### config.mk
export PLATFORM = sky130hd
export DESIGN_NAME = imem_loader
export DESIGN_NICKNAME = d
export VERILOG_FILES = /design/src/rtl/imem_loader.sv
export SDC_FILE = /design/constraint.sdc
export NUM_CORES = 1
export LEC_CHECK = 0
export CAP_MARGIN = 20
export CORE_MARGIN = 1
export CORE_UTILIZATION = 52
export DETAILED_ROUTE_END_ITERATION = 12
export PLACE_DENSITY = 0.8
export SETUP_SLACK_MARGIN = 0.5
export SLEW_MARGIN = 20
export SYNTH_ARGS = -nofsm -noshare
export SYNTH_HDL_FRONTEND = slang
export SYNTH_SLANG_ARGS = --single-unit
### constraint.sdc
create_clock -name CLK -period 2.06 [get_ports CLK]
set_input_delay 0.309 -clock CLK [delete_from_list [all_inputs] [get_ports CLK]]
set_output_delay 0.309 -clock CLK [all_outputs]
set_load 0.05 [all_outputs]
### src/rtl/imem_loader.sv
// Instruction memory loader: receives a length-prefixed, checksummed byte frame,
// writes the payload into instruction memory and holds the CPU until the load is good.
module imem_loader #(
  parameter logic [7:0] BASE_ADDR = 8'h00
) (
  input  logic       CLK,
  input  logic       RESET,
  input  logic       start,
  input  logic       in_valid,
  input  logic [7:0] in_data,
  output logic       in_ready,
  output logic       wr_en,
  output logic [7:0] wr_addr,
  output logic [7:0] wr_data,
  output logic       cpu_hold,
  output logic       done,
  output logic       error,
  output logic [7:0] count
);

  typedef enum logic [2:0] {
    StLen,
    StData,
    StChk,
    StDone,
    StErr
  } state_e;

  state_e     state_q, state_d;
  logic [7:0] len_q, len_d;
  logic [7:0] sum_q, sum_d;
  logic [7:0] count_q, count_d;
  logic       wr_en_q, wr_en_d;
  logic [7:0] wr_addr_q, wr_addr_d;
  logic [7:0] wr_data_q, wr_data_d;
  logic       accept;

  assign in_ready = (state_q == StLen) || (state_q == StData) || (state_q == StChk);
  assign accept   = in_valid && in_ready;

  always_comb begin
    state_d   = state_q;
    len_d     = len_q;
    sum_d     = sum_q;
    count_d   = count_q;
    wr_en_d   = 1'b0;
    wr_addr_d = wr_addr_q;
    wr_data_d = wr_data_q;
    unique case (state_q)
      StLen: begin
        if (accept) begin
          len_d   = in_data;
          sum_d   = 8'h00;
          count_d = 8'h00;
          state_d = (in_data != 8'h00) ? StData : StChk;
        end
      end
      StData: begin
        if (accept) begin
          sum_d     = sum_q + in_data;
          count_d   = count_q + 8'd1;
          wr_en_d   = 1'b1;
          wr_addr_d = BASE_ADDR + count_q;
          wr_data_d = in_data;
          if (count_q + 8'd1 == len_q) state_d = StChk;
        end
      end
      StChk: begin
        if (accept) state_d = (in_data == sum_q) ? StDone : StErr;
      end
      StDone, StErr: begin
        if (start) begin
          state_d = StLen;
          count_d = 8'h00;
        end
      end
      default: state_d = StLen;
    endcase
  end

  always_ff @(posedge CLK) begin
    if (RESET) begin
      state_q   <= StLen;
      len_q     <= 8'h00;
      sum_q     <= 8'h00;
      count_q   <= 8'h00;
      wr_en_q   <= 1'b0;
      wr_addr_q <= BASE_ADDR;
      wr_data_q <= 8'h00;
    end else begin
      state_q   <= state_d;
      len_q     <= len_d;
      sum_q     <= sum_d;
      count_q   <= count_d;
      wr_en_q   <= wr_en_d;
      wr_addr_q <= wr_addr_d;
      wr_data_q <= wr_data_d;
    end
  end

  // Status flags decode the registered state, so they change one cycle after the checksum byte.
  assign wr_en    = wr_en_q;
  assign wr_addr  = wr_addr_q;
  assign wr_data  = wr_data_q;
  assign count    = count_q;
  assign done     = (state_q == StDone);
  assign error    = (state_q == StErr);
  assign cpu_hold = (state_q != StDone);

endmodule

==> results.json, run 1 <==
{
  "path_class": "flop to flop",
  "setup_slack_ns": 0.220,
  "fp.dieH_um": 68.9,
  "vias": 2316,
  "fp-row-count": 23,
  "overflow": 0,
  "diodes": 0,
  "clkPwrFrac_pct": 21.0,
  "grt_pass1_wl_um": 9780,
  "grtUsageTotal_pct": 27.8,
  "pre_cts_ws_ns": -0.258,
  "htreeDepth": 2,
  "cp_cell_sequence": "ha_1 > buf_4 > nor3_1 > nor2_1 > o41ai_2 > xor2_1 > or3_1 > a31oi_1",
  "drt_first_pass_iters": 4,
  "grt_start_max_net_pins": 23,
  "end_kind": "flop",
  "die_w_um": 68.9,
  "netlist_instances": 293,
  "synthToLayoutAreaGrowth_pct": 35.8,
  "slowest_stage": "dfxtp_1",
  "multi_input_comb_area_mm2": 0.00148,
  "ys_types": 50,
  "die_area_mm2": 0.00475,
  "numCtsBuffers": 5,
  "routedWlPerCell_um": 15.0,
  "cp_data_arrival_time_ns": 2.07,
  "final_common_cell": "nand2_1",
  "coreArea_mm2": 0.00414,
  "placed_cell_area_mm2": 0.00300,
  "ant_nets": 0,
  "cp_max_fo": 5,
  "setup_violations": 0,
  "critical_path_buf_inv_count": 1,
  "clk-insertion-delay-late_ns": 0.30,
  "fin_nets": 373,
  "power.density_mw_per_mm2": 811,
  "tightest_slew_ns": 0.513,
  "hold_class": "flop to flop",
  "drt_iter0_markers": 154,
  "antenna_found_initial": 0,
  "critPathTopFamily": "simple AND/OR/NAND/NOR gates",
  "ctsRootBufferMaster": "clkbuf_8",
  "grt_pass1_vias": 2090,
  "p_int_mw": 1.57,
  "slew_headroom_pct": 65.9,
  "register_area_um2": 912,
  "synth-edff-count": 0,
  "ys_ff_latch": 44,
  "fin_crit_sh_pct": 89.3,
  "port_buffers": 40,
  "fmax_mhz": 543,
  "synth_fp_nets": 314,
  "place_congestion": 0.835,
  "whs_ns": 0.457,
  "hold_buffers": 0,
  "finalCriticalPeriod_ns": 1.84,
  "syn_area_mm2": 0.00233,
  "synth_area_leaders": "dfxtp_1 (38%), nand2_1 (10%), a21oi_1 (9.5%), ha_1 (4.3%), xnor2_1 (3.4%)",
  "maxSlewViolCount": 0,
  "syn_avg_cell_area_um2": 7.95,
  "route.detailed.drc": 0,
  "ios": 41,
  "crit_required_ns": 2.29,
  "cts_tree": "done",
  "start_util_pct": 56.2,
  "async_flop_share_pct": 0,
  "cts.sinks": 44,
  "final_cell_mix": "nand2_1 (61), a21oi_1 (41), buf_4 (34)",
  "power_frac_comb_pct": 38.7,
  "yosysWarnings": 0,
  "vdd_drop_max_mv": 0.462,
  "path_clk_slew_ns": 0.08,
  "fin_skew_ns": 0.00468,
  "finalHoldViolations": 0,
  "p_leak_nw": 1.26,
  "rsz0062_at_grt": "yes",
  "dp_hpwl_um": 4300,
  "drt_wl_total_um": 6050,
  "ys.flop_type": "dfxtp_1",
  "outcome": "completed",
  "synth_top_area_share_pct": 37.8,
  "p_sw_mw": 0.997,
  "yosysSeqAreaShare_pct": 37.8,
  "design_area_mm2": 0.00316,
  "drv_cap": 0,
  "seq_power_share_pct": 40.3,
  "critPathMaxStageDelay_ns": 0.34,
  "clockBufferDepth": 2,
  "fillerInstances": 319,
  "swShare_pct": 38.9,
  "viasPerCell": 5.75,
  "drive_above_1_share_pct": 26.1,
  "yosys.area.top_type": "dfxtp_1",
  "startpoint_type": "flop"
}
[power by group through the flow]
| stage | Combinational, mW | Sequential (mW) | Clock [mW] |
|---|---|---|---|
| after detailed placement | 0.937 | 1.05 | 0 |
| after floorplan | 0.609 | 1.08 | 0 |
| after global placement | 0.922 | 1.04 | 0 |
| after global routing | 1.08 | 1.04 | 0.578 |
| final | 0.994 | 1.03 | 0.539 |
| after CTS | 0.946 | 1.03 | 0.551 |
[state kept, by name, summed over array words and instances (netlist names)]
name / cells
wr_addr: 8
wr_data: 8
wr_en: 1
state_q: 3
len_q: 8
count: 8
sum_q: 8
[cells in the mapped netlist (3+ instances only)]
cell       n
nor4_1     5
xor2_1     5
a31oi_1    5
buf_2      8
a21oi_1   44
o21ai_0   12
inv_1      6
dfxtp_1   44
ha_1       8
or3_1      3
a22oi_1    3
xnor2_1    9
nand2_1   62
and3_1     3
nand3b_1   4
nor2_1    17
nand3_1    6
clkbuf_1   7
nor3_1     7
[cell type report]
cell class,instances,area share [%]
tap,50,1.98
sequential,44,28.8
multi-input combinational,224,46.8
clock buffer,6,2.29
inverter,6,0.712
clock inverter,2,0.396
timing repair buffer,71,19.0
[per-stage QoR]
stage	TNS [ns]	cells	total power, mW	util [%]
finish	0	403	2.57	76.3
CTS	0	401	2.53	75.5
global placement	-0.687	389	1.97	72.5
detailed placement	-1.00	389	1.99	72.5
global route	0	403	2.70	76.3
floorplan	0	293	1.69	-
[logic make-up (layout without fill, tap and decap cells)]
kind of cell	count (synthesis)	count (layout)	synth area share, %
flip-flops	44	44	37.8
AO/OA/AOI/OAI	80	80	21.4
adder cells (fa/ha/maj)	9	9	5.16
XOR/XNOR	15	15	5.96
buffers and inverters	25	85	5.27
AND/OR/NAND/NOR	120	120	24.3
[worst paths after layout]
check | startpoint | end | slack (ns) | cells after the start
worst max register to register | sum_q[5]$_SDFFE_PP0P_ | sum_q[7]$_SDFFE_PP0P_ | 0.22 | 8
worst min-delay path | wr_data[5]$_SDFFE_PP0P_ | wr_data[5]$_SDFFE_PP0P_ | 0.46 | 2
worst max-delay path | sum_q[5]$_SDFFE_PP0P_ | sum_q[7]$_SDFFE_PP0P_ | 0.22 | 8
worst min register to register | wr_data[5]$_SDFFE_PP0P_ | wr_data[5]$_SDFFE_PP0P_ | 0.46 | 2
[worst min-delay path: cells and delay by family (launching register included)]
| family | cells | cell delay (ns) |
|---|---|---|
| flops | 1 | 0.31 |
| simple gates | 1 | 0.05 |
| compound gates | 1 | 0.05 |
[timing repair]
action,in CTS,in global routing
setup buffers,4,2
pin swaps,12,10
endpoints found under the setup margin,56,41
resized for setup,52,13
[routing by layer]
layer	global-route usage (%)	vias to the layer above	part of all wire, %
met5	0	-	0
met4	8.16	0	1.2
met3	5.59	8	4.5
met2	48.5	68	51
met1	34.0	1096	44
li1	-	1144	-
No activity file was read; power rests on OpenSTA's default activity.
==> inputs of run 2 (changes only) <==
CORE_UTILIZATION = 45   (was 52)
PLACE_DENSITY = 0.79   (was 0.8)
clock period = 1.9 ns   (was 2.06 ns; I/O delays follow)
==> run 2 against run 1 <==
  * Design area increased by 8.9%
  * Wire length increased by 10%
  * Clock-buffer cell count unchanged
  * Clock power increased by 15%
  * Largest power group is now combinational logic
  * Critical path type unchanged
  * Global-route usage decreased by 2.7 points
==> results.json, run 2 (synthesis gave the netlist of run 1 again) <==
{
  "clkPwrFrac_pct": 20.2,
  "fin_util_pct": 71.0,
  "drt_first_pass_iters": 4,
  "startpoint_type": "flop",
  "antenna_found_initial": 0,
  "final_cells": 431,
  "die_w_um": 73.9,
  "multi_input_comb_area_mm2": 0.00157,
  "vias": 2433,
  "grtUsageTotal_pct": 25.0,
  "hold_buffers": 0,
  "clockBufferDepth": 2,
  "finalHoldViolations": 0,
  "critPathMaxStageDelay_ns": 0.37,
  "slowest_stage": "dfxtp_4",
  "finalCriticalPeriod_ns": 1.85,
  "fin_crit_sh_pct": 97.4,
  "numCtsBuffers": 5,
  "start_util_pct": 48.0,
  "maxSlewViolCount": 0,
  "dp_hpwl_um": 4280,
  "crit_required_ns": 2.13,
  "seq_power_share_pct": 36.6,
  "drive_above_1_share_pct": 37.6,
  "critical_path_buf_inv_count": 0,
  "cp_data_arrival_time_ns": 2.08,
  "fin_skew_ns": 0.00367,
  "path_clk_slew_ns": 0.08,
  "power_frac_comb_pct": 43.3,
  "drt_iter0_markers": 200,
  "swShare_pct": 38.9,
  "coreArea_mm2": 0.00485,
  "setup_violations": 0,
  "cts_tree": "done",
  "grt_start_max_net_pins": 36,
  "grt_pass1_vias": 2308,
  "power.density_mw_per_mm2": 895,
  "vdd_drop_max_mv": 0.490,
  "route.detailed.drc": 0,
  "register_area_um2": 918,
  "fp-row-count": 25,
  "overflow": 0,
  "path_class": "flop to flop",
  "critPathTopFamily": "compound AO/OA/AOI/OAI gates",
  "place_congestion": 0.847,
  "final_common_cell": "nand2_1",
  "synthToLayoutAreaGrowth_pct": 47.9,
  "fin_nets": 384,
  "fillerInstances": 386,
  "p_leak_nw": 1.30,
  "fp.dieH_um": 73.9,
  "viasPerCell": 5.65,
  "outcome": "completed",
  "hold_class": "flop to flop",
  "drt_wl_total_um": 6680,
  "grt_pass1_wl_um": 10500,
  "ios": 41,
  "ant_nets": 0,
  "slew_headroom_pct": 70.6,
  "htreeDepth": 2,
  "place_inst": 410,
  "ctsRootBufferMaster": "clkbuf_8",
  "cp_max_fo": 3,
  "diodes": 0,
  "clk-insertion-delay-late_ns": 0.30,
  "rsz0062_at_grt": "yes",
  "port_buffers": 40,
  "final_cell_mix": "nand2_1 (59), a21oi_1 (38), buf_4 (32)",
  "p_sw_mw": 1.20,
  "tightest_slew_ns": 0.437,
  "r2r_setup_slack_ns": 0.05,
  "drv_cap": 0,
  "cts.sinks": 44,
  "end_kind": "flop",
  "fmax_mhz": 541,
  "p_int_mw": 1.88,
  "die_area_mm2": 0.00547,
  "cp_cell_sequence": "ha_4 > a21oi_4 > o211ai_2 > o41ai_2 > xor2_1 > or3_1 > a31oi_1",
  "routedWlPerCell_um": 15.5
}
==> run 2: worst paths after layout <==
| path | startpoint | endpoint | cells past startpoint |
|---|---|---|---|
| worst max-delay path | sum_q[1]$_SDFFE_PP0P_ | sum_q[7]$_SDFFE_PP0P_ | 7 |
| worst min-delay path | wr_addr[4]$_SDFFE_PP0P_ | wr_addr[4]$_SDFFE_PP0P_ | 2 |
| worst max register to register | sum_q[1]$_SDFFE_PP0P_ | sum_q[7]$_SDFFE_PP0P_ | 7 |
| worst min register to register | wr_addr[4]$_SDFFE_PP0P_ | wr_addr[4]$_SDFFE_PP0P_ | 2 |
==> run 2: final cells by class <==
cell class | instances | area share [%]
clock buffer | 6 | 2.40
timing repair buffer | 82 | 22.0
inverter | 6 | 0.763
clock inverter | 2 | 0.291
multi-input combinational | 224 | 45.4
sequential | 44 | 26.7
tap | 67 | 2.43
==> run 2: power by group through the flow <==
stage	registers, mW	clock network (mW)	logic (mW)
floorplan	1.18	0	0.705
global placement	1.14	0	1.08
detailed placement	1.14	0	1.10
CTS	1.12	0.624	1.17
global route	1.14	0.664	1.42
finish	1.13	0.621	1.33
==> run 2: repair_timing <==
action                                 in CTS  in global routing
setup endpoints to repair                  63                 51
setup buffers                               7                  5
gates cloned                                0                  1
gates resized for setup                   108                 33
endpoints found under the hold margin       0                  0
pin swaps                                  22                  5
==> run 2: worst min-delay path: stages, from the launching register on <==
cell	delay [ns]
dfxtp_1	0.31
nand2_1	0.05
a21oi_1	0.05
==> run 2: stage by stage <==
step | area (µm²) | power [mW] | setup TNS (ns) | worst slack (ns) | hold slack (ns)
floorplan | 2520 | 1.89 | 0 | 0.176 | 0.421
global placement | 3110 | 2.22 | -1.52 | -0.325 | 0.444
detailed placement | 3110 | 2.24 | -1.83 | -0.386 | 0.446
CTS | 3340 | 2.92 | 0 | 0.0775 | 0.456
global route | 3440 | 3.23 | 0 | 0.0205 | 0.477
finish | 3440 | 3.08 | 0 | 0.0502 | 0.455
==> run 2: routing by layer <==
metal / wire length [µm] / global-route usage (%) / up-vias
met5: 0 / 0 / -
met4: 215 / 11.5 / 0
met3: 267 / 4.88 / 22
met2: 3410 / 43.3 / 86
met1: 2780 / 29.9 / 1166
li1: - / - / 1159
==> inputs of run 3 (changes only) <==
ABC_AREA = 1   (was default)
==> run 3 against run 2 <==
  * Sequential share of layout area down 2.4 points
  * Cell count up 12%
  * Design area up 10%
  * Wire length up 32%
  * Non-clock buffer count up 11
  * Via count up 17%
  * Total power up 85%
  * Area after synthesis up 0.43%
==> results.json, run 3 <==
{
  "outcome": "completed",
  "drt_first_pass_iters": 5,
  "fp.dieH_um": 74.1,
  "yosysWarnings": 0,
  "fin_nets": 437,
  "vdd_drop_max_mv": 0.743,
  "drive_above_1_share_pct": 46.3,
  "synth_most_common_cell": "nand2_1",
  "ys_top_cells_by_count": "nand2_1 (51), dfxtp_1 (44), nor2_1 (38), a21oi_1 (36)",
  "fin_skew_ns": 0.00623,
  "whs_ns": 0.485,
  "maxSlewViolCount": 0,
  "antenna_found_initial": 0,
  "rsz0062_at_grt": "yes",
  "ys.flop_type": "dfxtp_1",
  "pre_cts_ws_ns": -0.226,
  "place_congestion": 0.851,
  "path_class": "flop to flop",
  "drt_iter0_markers": 188,
  "port_buffers": 40,
  "tightest_slew_ns": 0.304,
  "finalHoldViolations": 0,
  "overflow": 0,
  "cts_tree": "done",
  "route.detailed.drc": 0,
  "path_clk_slew_ns": 0.08,
  "htreeDepth": 2,
  "slew_headroom_pct": 79.7,
  "clk-insertion-delay-late_ns": 0.30,
  "dp_hpwl_um": 4400,
  "die_w_um": 74.1,
  "fmax_mhz": 574,
  "die_area_mm2": 0.00549,
  "startpoint_type": "flop",
  "end_kind": "flop",
  "power.density_mw_per_mm2": 1500,
  "grtUsageTotal_pct": 29.6,
  "ys_ff_latch": 44,
  "routedWlPerCell_um": 18.2,
  "numCtsBuffers": 5,
  "synth-edff-count": 0,
  "vias": 2836,
  "drv_cap": 0,
  "ant_nets": 0,
  "netlist_instances": 325,
  "yosys.area.top_type": "dfxtp_1",
  "syn_avg_cell_area_um2": 7.20,
  "finalCriticalPeriod_ns": 1.74,
  "final_common_cell": "buf_4",
  "viasPerCell": 5.86,
  "start_util_pct": 48.2,
  "grt_pass1_wl_um": 12200,
  "p_total_mw": 5.70,
  "yosysSeqAreaShare_pct": 37.7,
  "cts.sinks": 44,
  "synthToLayoutAreaGrowth_pct": 62.0,
  "drt_wl_total_um": 8790,
  "async_flop_share_pct": 0,
  "fp-row-count": 25,
  "grt_start_max_net_pins": 28,
  "ios": 41,
  "clockBufferDepth": 2,
  "cp_data_arrival_time_ns": 1.95,
  "crit_required_ns": 2.10,
  "p_leak_nw": 1.60,
  "final_cell_mix": "buf_4 (39), nand2_1 (36), dfxtp_1 (31)",
  "ys_types": 39,
  "fin_crit_sh_pct": 91.7,
  "synth_fp_nets": 346,
  "syn_area_mm2": 0.00234,
  "grt_pass1_vias": 2648,
  "setup_violations": 0,
  "synth_area_leaders": "dfxtp_1 (38%), nand2_1 (8.2%), a21oi_1 (7.7%), nand3_1 (6.2%), nor2_1 (6.1%)",
  "diodes": 0,
  "setup_slack_ns": 0.158,
  "cp_max_fo": 5,
  "coreArea_mm2": 0.00485,
  "ctsRootBufferMaster": "clkbuf_8",
  "synth_top_area_share_pct": 37.7,
  "hold_class": "flop to flop"
}
## run 3: cell count changes in the layout (fill, tap and decap cells not counted), sizes merged, moves of 7 or more
cell | previous run | this run
inv | 5 | 37
nor2 | 18 | 46
nand3 | 8 | 30
o21ai | 12 | 32
a21oi | 44 | 36
buf | 51 | 59
xnor2 | 9 | 2
## run 3: report_power, final
part,internal (mW),leakage [nW],switching [mW]
clock,0.259,0.0455,0.335
sequential,1.18,0.367,0.258
combinational,1.50,1.19,2.16
## run 3: final timing paths
check	startpoint	endpoint	slack [ns]	cells after the start
setup / recovery	count[0]$_SDFFE_PP0P_	state_q[1]$_SDFFE_PP0P_	0.16	14
hold / removal	sum_q[5]$_SDFFE_PP0P_	sum_q[5]$_SDFFE_PP0P_	0.48	2
setup reg to reg	count[0]$_SDFFE_PP0P_	state_q[1]$_SDFFE_PP0P_	0.16	14
hold reg to reg	sum_q[5]$_SDFFE_PP0P_	sum_q[5]$_SDFFE_PP0P_	0.48	2
## run 3: cell families after synthesis
logic type / share of synthesized area, %
DFF: 37.7
xor gates and xnor gates: 1.50
adders and majority gates: 5.14
AOI/OAI and AO/OA: 18.5
and+or+nand+nor: 29.3
buffers and inverters: 7.97
## run 3: metal layers
layer	up-vias	share of wire (%)	global-route usage, %
li1	1273	-	-
met1	1338	38	31.3
met2	175	50	55.5
met3	50	6.5	4.47
met4	0	5.3	17.3
met5	-	0	0
## run 3: timing repair
action                     in CTS  in global routing
setup endpoints to repair      66                 50
pin swaps                      35                 25
buffers inserted               30                  6
gates cloned                    3                  2
hold buffers                    0                  0
resized for setup             137                 72
## run 3: cell type report
class                           instances  area, µm²
Fill cell                             281       1060
Clock buffer                            6       72.6
Multi-Input combinational cell        236       1610
Clock inverter                          2       11.3
Timing Repair inverter                  1       6.26
Sequential cell                        44        917
Timing Repair Buffer                   93        930
Tap cell                               67       83.8
Inverter                               35        154
## run 3: worst max-delay path: stages (launching register included)
cell,delay [ns]
dfxtp_4,0.40
ha_4,0.20
inv_2,0.05
nand2_2,0.07
nand2_1,0.07
nand2_1,0.08
nand2_1,0.06
nor2_1,0.11
nand2_1,0.06
nor2_1,0.08
nand3_1,0.10
nand2_2,0.09
nand2_4,0.08
nor2_1,0.13
nor2_2,0.06
## run 3: through the flow
step	cell area [µm²]	utilization, %	TNS, ns	std cells
finish	3790	78.1	0	484
global route	3790	78.1	0	484
CTS	3540	73.0	0	476
detailed placement	2940	60.6	-0.401	435
global placement	2940	60.6	-0.179	435
floorplan	2410	-	0	325
